[src/rtl/nrzi_pkg.sv]
// Shared definitions for the NRZI receive path (and the future transmitter).
package nrzi_pkg;

    typedef enum logic {
        ST_DATA  = 1'b0,
        ST_STUFF = 1'b1
    } nrzi_state_e;

    localparam logic NRZI_IDLE_LEVEL = 1'b1;

    localparam int NRZI_DATA_W_DEFAULT    = 8;
    localparam int NRZI_STUFF_LEN_DEFAULT = 6;

endpackage : nrzi_pkg

[src/rtl/nrzi_bit_decode.sv]
// NRZI bit recovery: an unchanged line level decodes as 1, a level change as 0.
// Kept separate so a passive line monitor can reuse it.
module nrzi_bit_decode
    import nrzi_pkg::*;
(
    input  logic clk,
    input  logic rst_n,
    input  logic clear_i,
    input  logic bit_en_i,
    input  logic line_i,
    output logic dec_o,
    output logic dec_valid_o
);

    logic prev_level_q;
    logic prev_level_d;

    // Track the last sampled level; a realign returns it to the idle level.
    always_comb begin
        prev_level_d = prev_level_q;
        if (clear_i) begin
            prev_level_d = NRZI_IDLE_LEVEL;
        end else if (bit_en_i) begin
            prev_level_d = line_i;
        end
    end

    // Previous-level register, idle level out of reset.
    always_ff @(posedge clk or negedge rst_n) begin
        if (!rst_n) begin
            prev_level_q <= NRZI_IDLE_LEVEL;
        end else begin
            prev_level_q <= prev_level_d;
        end
    end

    assign dec_o       = ~(line_i ^ prev_level_q);
    assign dec_valid_o = bit_en_i;

endmodule : nrzi_bit_decode

[src/rtl/nrzi_decoder.sv]
// NRZI receiver: decodes line levels, strips stuffed zeros, flags stuffing
// violations and packs kept bits LSB-first into DATA_W-bit words.
module nrzi_decoder
    import nrzi_pkg::*;
#(
    parameter int DATA_W    = NRZI_DATA_W_DEFAULT,
    parameter int STUFF_LEN = NRZI_STUFF_LEN_DEFAULT
) (
    input  logic              clk,
    input  logic              rst_n,
    input  logic              frame_start_i,
    input  logic              bit_en_i,
    input  logic              line_i,
    output logic [DATA_W-1:0] data_o,
    output logic              data_valid_o,
    output logic              stuff_err_o
);

    localparam int BIT_CNT_W = (DATA_W > 1) ? $clog2(DATA_W) : 1;
    localparam int ONES_W    = $clog2(STUFF_LEN + 1);

    localparam logic [BIT_CNT_W-1:0] LAST_BIT    = BIT_CNT_W'(DATA_W - 1);
    localparam logic [ONES_W-1:0]    STUFF_LEN_C = ONES_W'(STUFF_LEN);

    logic dec;
    logic dec_valid;
    logic strobe;
    logic run_done;

    logic [ONES_W-1:0] ones_inc;
    logic [DATA_W-1:0] shift_next;

    nrzi_state_e state_q, state_d;

    logic [ONES_W-1:0]    ones_cnt_q, ones_cnt_d;
    logic [BIT_CNT_W-1:0] bit_cnt_q,  bit_cnt_d;
    logic [DATA_W-1:0]    shift_q,    shift_d;
    logic [DATA_W-1:0]    data_q,     data_d;
    logic                 data_valid_q, data_valid_d;
    logic                 stuff_err_q,  stuff_err_d;

    nrzi_bit_decode u_bit_decode (
        .clk         (clk),
        .rst_n       (rst_n),
        .clear_i     (frame_start_i),
        .bit_en_i    (bit_en_i),
        .line_i      (line_i),
        .dec_o       (dec),
        .dec_valid_o (dec_valid)
    );

    // A realign pulse wins over a coincident sample, so that sample is ignored.
    assign strobe     = dec_valid & ~frame_start_i;
    assign ones_inc   = ones_cnt_q + 1'b1;
    assign run_done   = dec & (ones_inc == STUFF_LEN_C);
    assign shift_next = {dec, shift_q[DATA_W-1:1]};

    // State register for the stuffing FSM.
    always_ff @(posedge clk or negedge rst_n) begin
        if (!rst_n) begin
            state_q <= ST_DATA;
        end else begin
            state_q <= state_d;
        end
    end

    // Next state: a full run of 1s makes the following strobed bit a stuff bit.
    always_comb begin
        state_d = state_q;
        if (frame_start_i) begin
            state_d = ST_DATA;
        end else if (strobe) begin
            case (state_q)
                ST_DATA:  state_d = run_done ? ST_STUFF : ST_DATA;
                ST_STUFF: state_d = ST_DATA;
                default:  state_d = ST_DATA;
            endcase
        end
    end

    // Datapath and outputs: shift kept bits, count runs, emit word / error pulses.
    always_comb begin
        ones_cnt_d   = ones_cnt_q;
        bit_cnt_d    = bit_cnt_q;
        shift_d      = shift_q;
        data_d       = data_q;
        data_valid_d = 1'b0;
        stuff_err_d  = 1'b0;
        if (frame_start_i) begin
            ones_cnt_d = '0;
            bit_cnt_d  = '0;
            shift_d    = '0;
        end else if (strobe) begin
            if (state_q == ST_DATA) begin
                shift_d = shift_next;
                if (bit_cnt_q == LAST_BIT) begin
                    data_d       = shift_next;
                    data_valid_d = 1'b1;
                    bit_cnt_d    = '0;
                end else begin
                    bit_cnt_d = bit_cnt_q + 1'b1;
                end
                if (!dec || run_done) begin
                    ones_cnt_d = '0;
                end else begin
                    ones_cnt_d = ones_inc;
                end
            end else if (dec) begin
                stuff_err_d = 1'b1;
                ones_cnt_d  = '0;
                bit_cnt_d   = '0;
                shift_d     = '0;
            end
        end
    end

    // Datapath registers; reset drops any partial word.
    always_ff @(posedge clk or negedge rst_n) begin
        if (!rst_n) begin
            ones_cnt_q   <= '0;
            bit_cnt_q    <= '0;
            shift_q      <= '0;
            data_q       <= '0;
            data_valid_q <= 1'b0;
            stuff_err_q  <= 1'b0;
        end else begin
            ones_cnt_q   <= ones_cnt_d;
            bit_cnt_q    <= bit_cnt_d;
            shift_q      <= shift_d;
            data_q       <= data_d;
            data_valid_q <= data_valid_d;
            stuff_err_q  <= stuff_err_d;
        end
    end

    assign data_o       = data_q;
    assign data_valid_o = data_valid_q;
    assign stuff_err_o  = stuff_err_q;

endmodule : nrzi_decoder

[config.mk]
export PLATFORM = sky130hd
export DESIGN_NAME = nrzi_decoder
export DESIGN_NICKNAME = d
export VERILOG_FILES = /design/src/rtl/nrzi_pkg.sv /design/src/rtl/nrzi_bit_decode.sv /design/src/rtl/nrzi_decoder.sv
export SDC_FILE = /design/constraint.sdc
export NUM_CORES = 1
export LEC_CHECK = 0
export CELL_PAD_IN_SITES_DETAIL_PLACEMENT = 1
export CELL_PAD_IN_SITES_GLOBAL_PLACEMENT = 1
export CORE_MARGIN = 4
export CORE_UTILIZATION = 39
export DETAILED_ROUTE_END_ITERATION = 6
export HOLD_SLACK_MARGIN = 0.1
export PLACE_DENSITY = 0.84
export SYNTH_ARGS = -nofsm -noshare
export SYNTH_HDL_FRONTEND = slang
export SYNTH_HIERARCHICAL = 1
export SYNTH_SLANG_ARGS = --single-unit
[constraint.sdc]
create_clock -name clk -period 1.5 [get_ports clk]
set_input_delay 0.3 -clock clk [delete_from_list [all_inputs] [get_ports clk]]
set_output_delay 0.3 -clock clk [all_outputs]
set_load 0.05 [all_outputs]
==> impl_metrics.tcl <==
set metrics [dict create \
    outcome "finished, violations left" \
    failed_checks "negative setup slack" \
    power_density_mw_per_mm2 741 \
    synth.area.top_cells "dfrtp_1, mux2_4, nor4b_1" \
    critPathKind "flop to flop" \
    routed_wl_mm 2.65 \
    syn_area_sq_mm 0.00121 \
    root_buffer "clkbuf_4" \
    tritoncts "done" \
    dr.pass1.iters 4 \
    drive_above_1_share_pct 42.7 \
    clk_latency_ps 330 \
    die_w_um 63.7 \
    cts_hold_buffers 0 \
    ys.warnings.count 6 \
    track_usage_pct 14.2 \
    ctsHtreeMaxLevel 1 \
    min_period_ps 1510 \
    gp_congestion 0.739 \
    ys.flop_type "dfrtp_1" \
    maxSlewViolCount 0 \
    max-cap-violations 0 \
    max_stage_delay_ps 570 \
    ir_worst_vdd_v 0.000316 \
    antenna_found_initial 0 \
    timing.final.ws_setup_ps -12.9 \
    wl_per_cell_um 17.9 \
    post-route-util_pct 56.2 \
    drc_errors 0 \
    dieArea_sq_mm 0.00406 \
    diodes 0 \
    leakagePower_nw 0.797 \
    synth_top_area_share_pct 49.6 \
    rsz0062_at_grt "yes" \
    core-area_sq_mm 0.00285 \
    crit_required_ps 1740 \
    initial_core_util_pct 42.5 \
    worst_pin_slew_ps 347 \
    clock_sinks 25 \
    netlist_top_cells_count "dfrtp_1, mux2_4, nor4b_1" \
    crit_path_start_kind "flop" \
    dieHeight_um 63.7 \
    setup-violations-final 1 \
    synth.most_common_cell "dfrtp_1" \
    path_max_fanout 6 \
    final_hold_viol_count 0 \
    grt_pass1_wl_mm 4.46 \
    post_cts.repair.setup_buffers 0 \
    synth_cell_types 32 \
    yosysSeqAreaShare_pct 51.8 \
    nNetsFinal 127 \
    rows 19 \
    port_buffers 14 \
    slew_headroom_pct 76.6 \
    clk_pin_slew_ps 150 \
    grt_pass1_vias 909 \
    worstPathArrival_ps 1760 \
    ys_seq_elements 25 \
    ant_nets 0 \
    num_vias 810 \
    synthCells 92 \
    grt_overflow 0 \
    hp-class "input pin to asynchronous set/reset pin" \
    cts_buffer_depth 2 \
    drt_iter0_drc 23 \
    grt_max_degree 26 \
    fin_total_pwr_mw 1.19 \
    crit_chain "xnor2_2 > and2b_4 > o21ba_4 > mux2_4" \
    ioPinCount 15 \
    yosys.area.top_type "dfrtp_1" \
    cts_buffers 3 \
    period_share_pct 101 \
    crit_path_end_kind "flop" \
    syn_nets 101 \
    area_growth_pct 32.3 \
    hpwl_mm 1.89 \
    fin_skew_ps 10.9 \
    viasPerCell 5.47 \
    ys_async_sr_fraction_pct 100 \
    crit_path_top_delay_cell "dfstp_2" \
    synth_area_per_cell_sq_um 13.2 \
    fmax_mhz 661 \
    synth_edf_count 0 \
]
## flip-flops by register name, summed over array words and instances, names as in the netlist
name,count
data_o,8
shift_q,7
state_q,1
bit_cnt_q,3
stuff_err_o,1
u_bit_decode/prev_level_q,1
data_valid_o,1
ones_cnt_q,3
## final cells by class
cell class	count	area, sq um
clock buffer	3	22.5
clock inverter	1	8.76
fill	287	1250
inverter	2	7.51
multi-input combinational	59	561
sequential	25	627
tap	31	38.8
timing repair buffer	27	338
## worst max-delay path, delay by kind of cell, from the launching register on
| family | cells | cell delay (ps) |
|---|---|---|
| flops | 1 | 570 |
| mux | 1 | 300 |
| compound gates | 1 | 230 |
| simple gates | 1 | 220 |
| xor+xnor | 1 | 110 |
## cells by family after synthesis
logic type | share of synthesized area, %
AND/OR/NAND/NOR | 14.6
XOR/XNOR | 0.723
buffers and inverters | 5.58
multiplexers | 11.2
AO/OA/AOI/OAI | 12.1
adder cells (fa/ha/maj) | 4.13
flip-flops | 51.8
## stage by stage
step	TNS [ps]	area (sq um)	hold slack, ps	cells	worst slack (ps)
floorplan	0	1220	4.41	92	1.10
global placement	-4070	1540	467	143	-303
detailed placement	-5070	1540	478	143	-343
CTS	-50.9	1580	311	148	-38.0
global route	-274	1600	321	148	-38.3
finish	-12.9	1600	303	148	-12.9
## cells in the final DEF (no fill, tap or decap), types with 2 or more instances in the layout
cell type	Yosys	layout
clkbuf_4	0	3
nor4b_1	9	8
dfrtp_1	24	24
buf_12	0	10
nand2_1	3	2
o21ai_1	3	4
ha_1	4	3
a21oi_1	2	2
mux2_4	9	9
clkdlybuf4s50_1	0	4
nor2_1	2	2
nor2b_1	3	3
buf_4	1	13
a21o_1	8	8
## power breakdown
part	leakage [nW]	switching, mW	internal (mW)
sequential	0.342	0.0136	0.691
clock	0.0183	0.224	0.109
combinational	0.437	0.0716	0.0780
total	0.797	0.309	0.878
## timing repair
action                     CTS  global route
hold endpoints to repair     0             0
cloned                       1             0
setup endpoints to repair    4            11
pin swaps                    3             1
resized for setup            1             6
## layer usage
layer	part of all wire [%]	global-route usage [%]
met5	0	0
met3	1.5	1.60
met1	44	17.6
met4	2.3	7.28
met2	52	24.1
## worst paths after layout
kind | start | endpoint | slack (ps) | depth (start not counted)
worst max-delay path | u_bit_decode/prev_level_q | bit_cnt_q[0] | -10 | 4
worst min-delay path | rst_n | data_o[1] | 300 | 2
worst max register to register | u_bit_decode/prev_level_q | bit_cnt_q[0] | -10 | 4
worst min register to register | bit_cnt_q[1] | bit_cnt_q[1] | 510 | 1
max in group asynchronous | rst_n | u_bit_decode/prev_level_q | 890 | 2
min in group clk | bit_cnt_q[1] | bit_cnt_q[1] | 510 | 1
(Power assumes the default switching activity.)
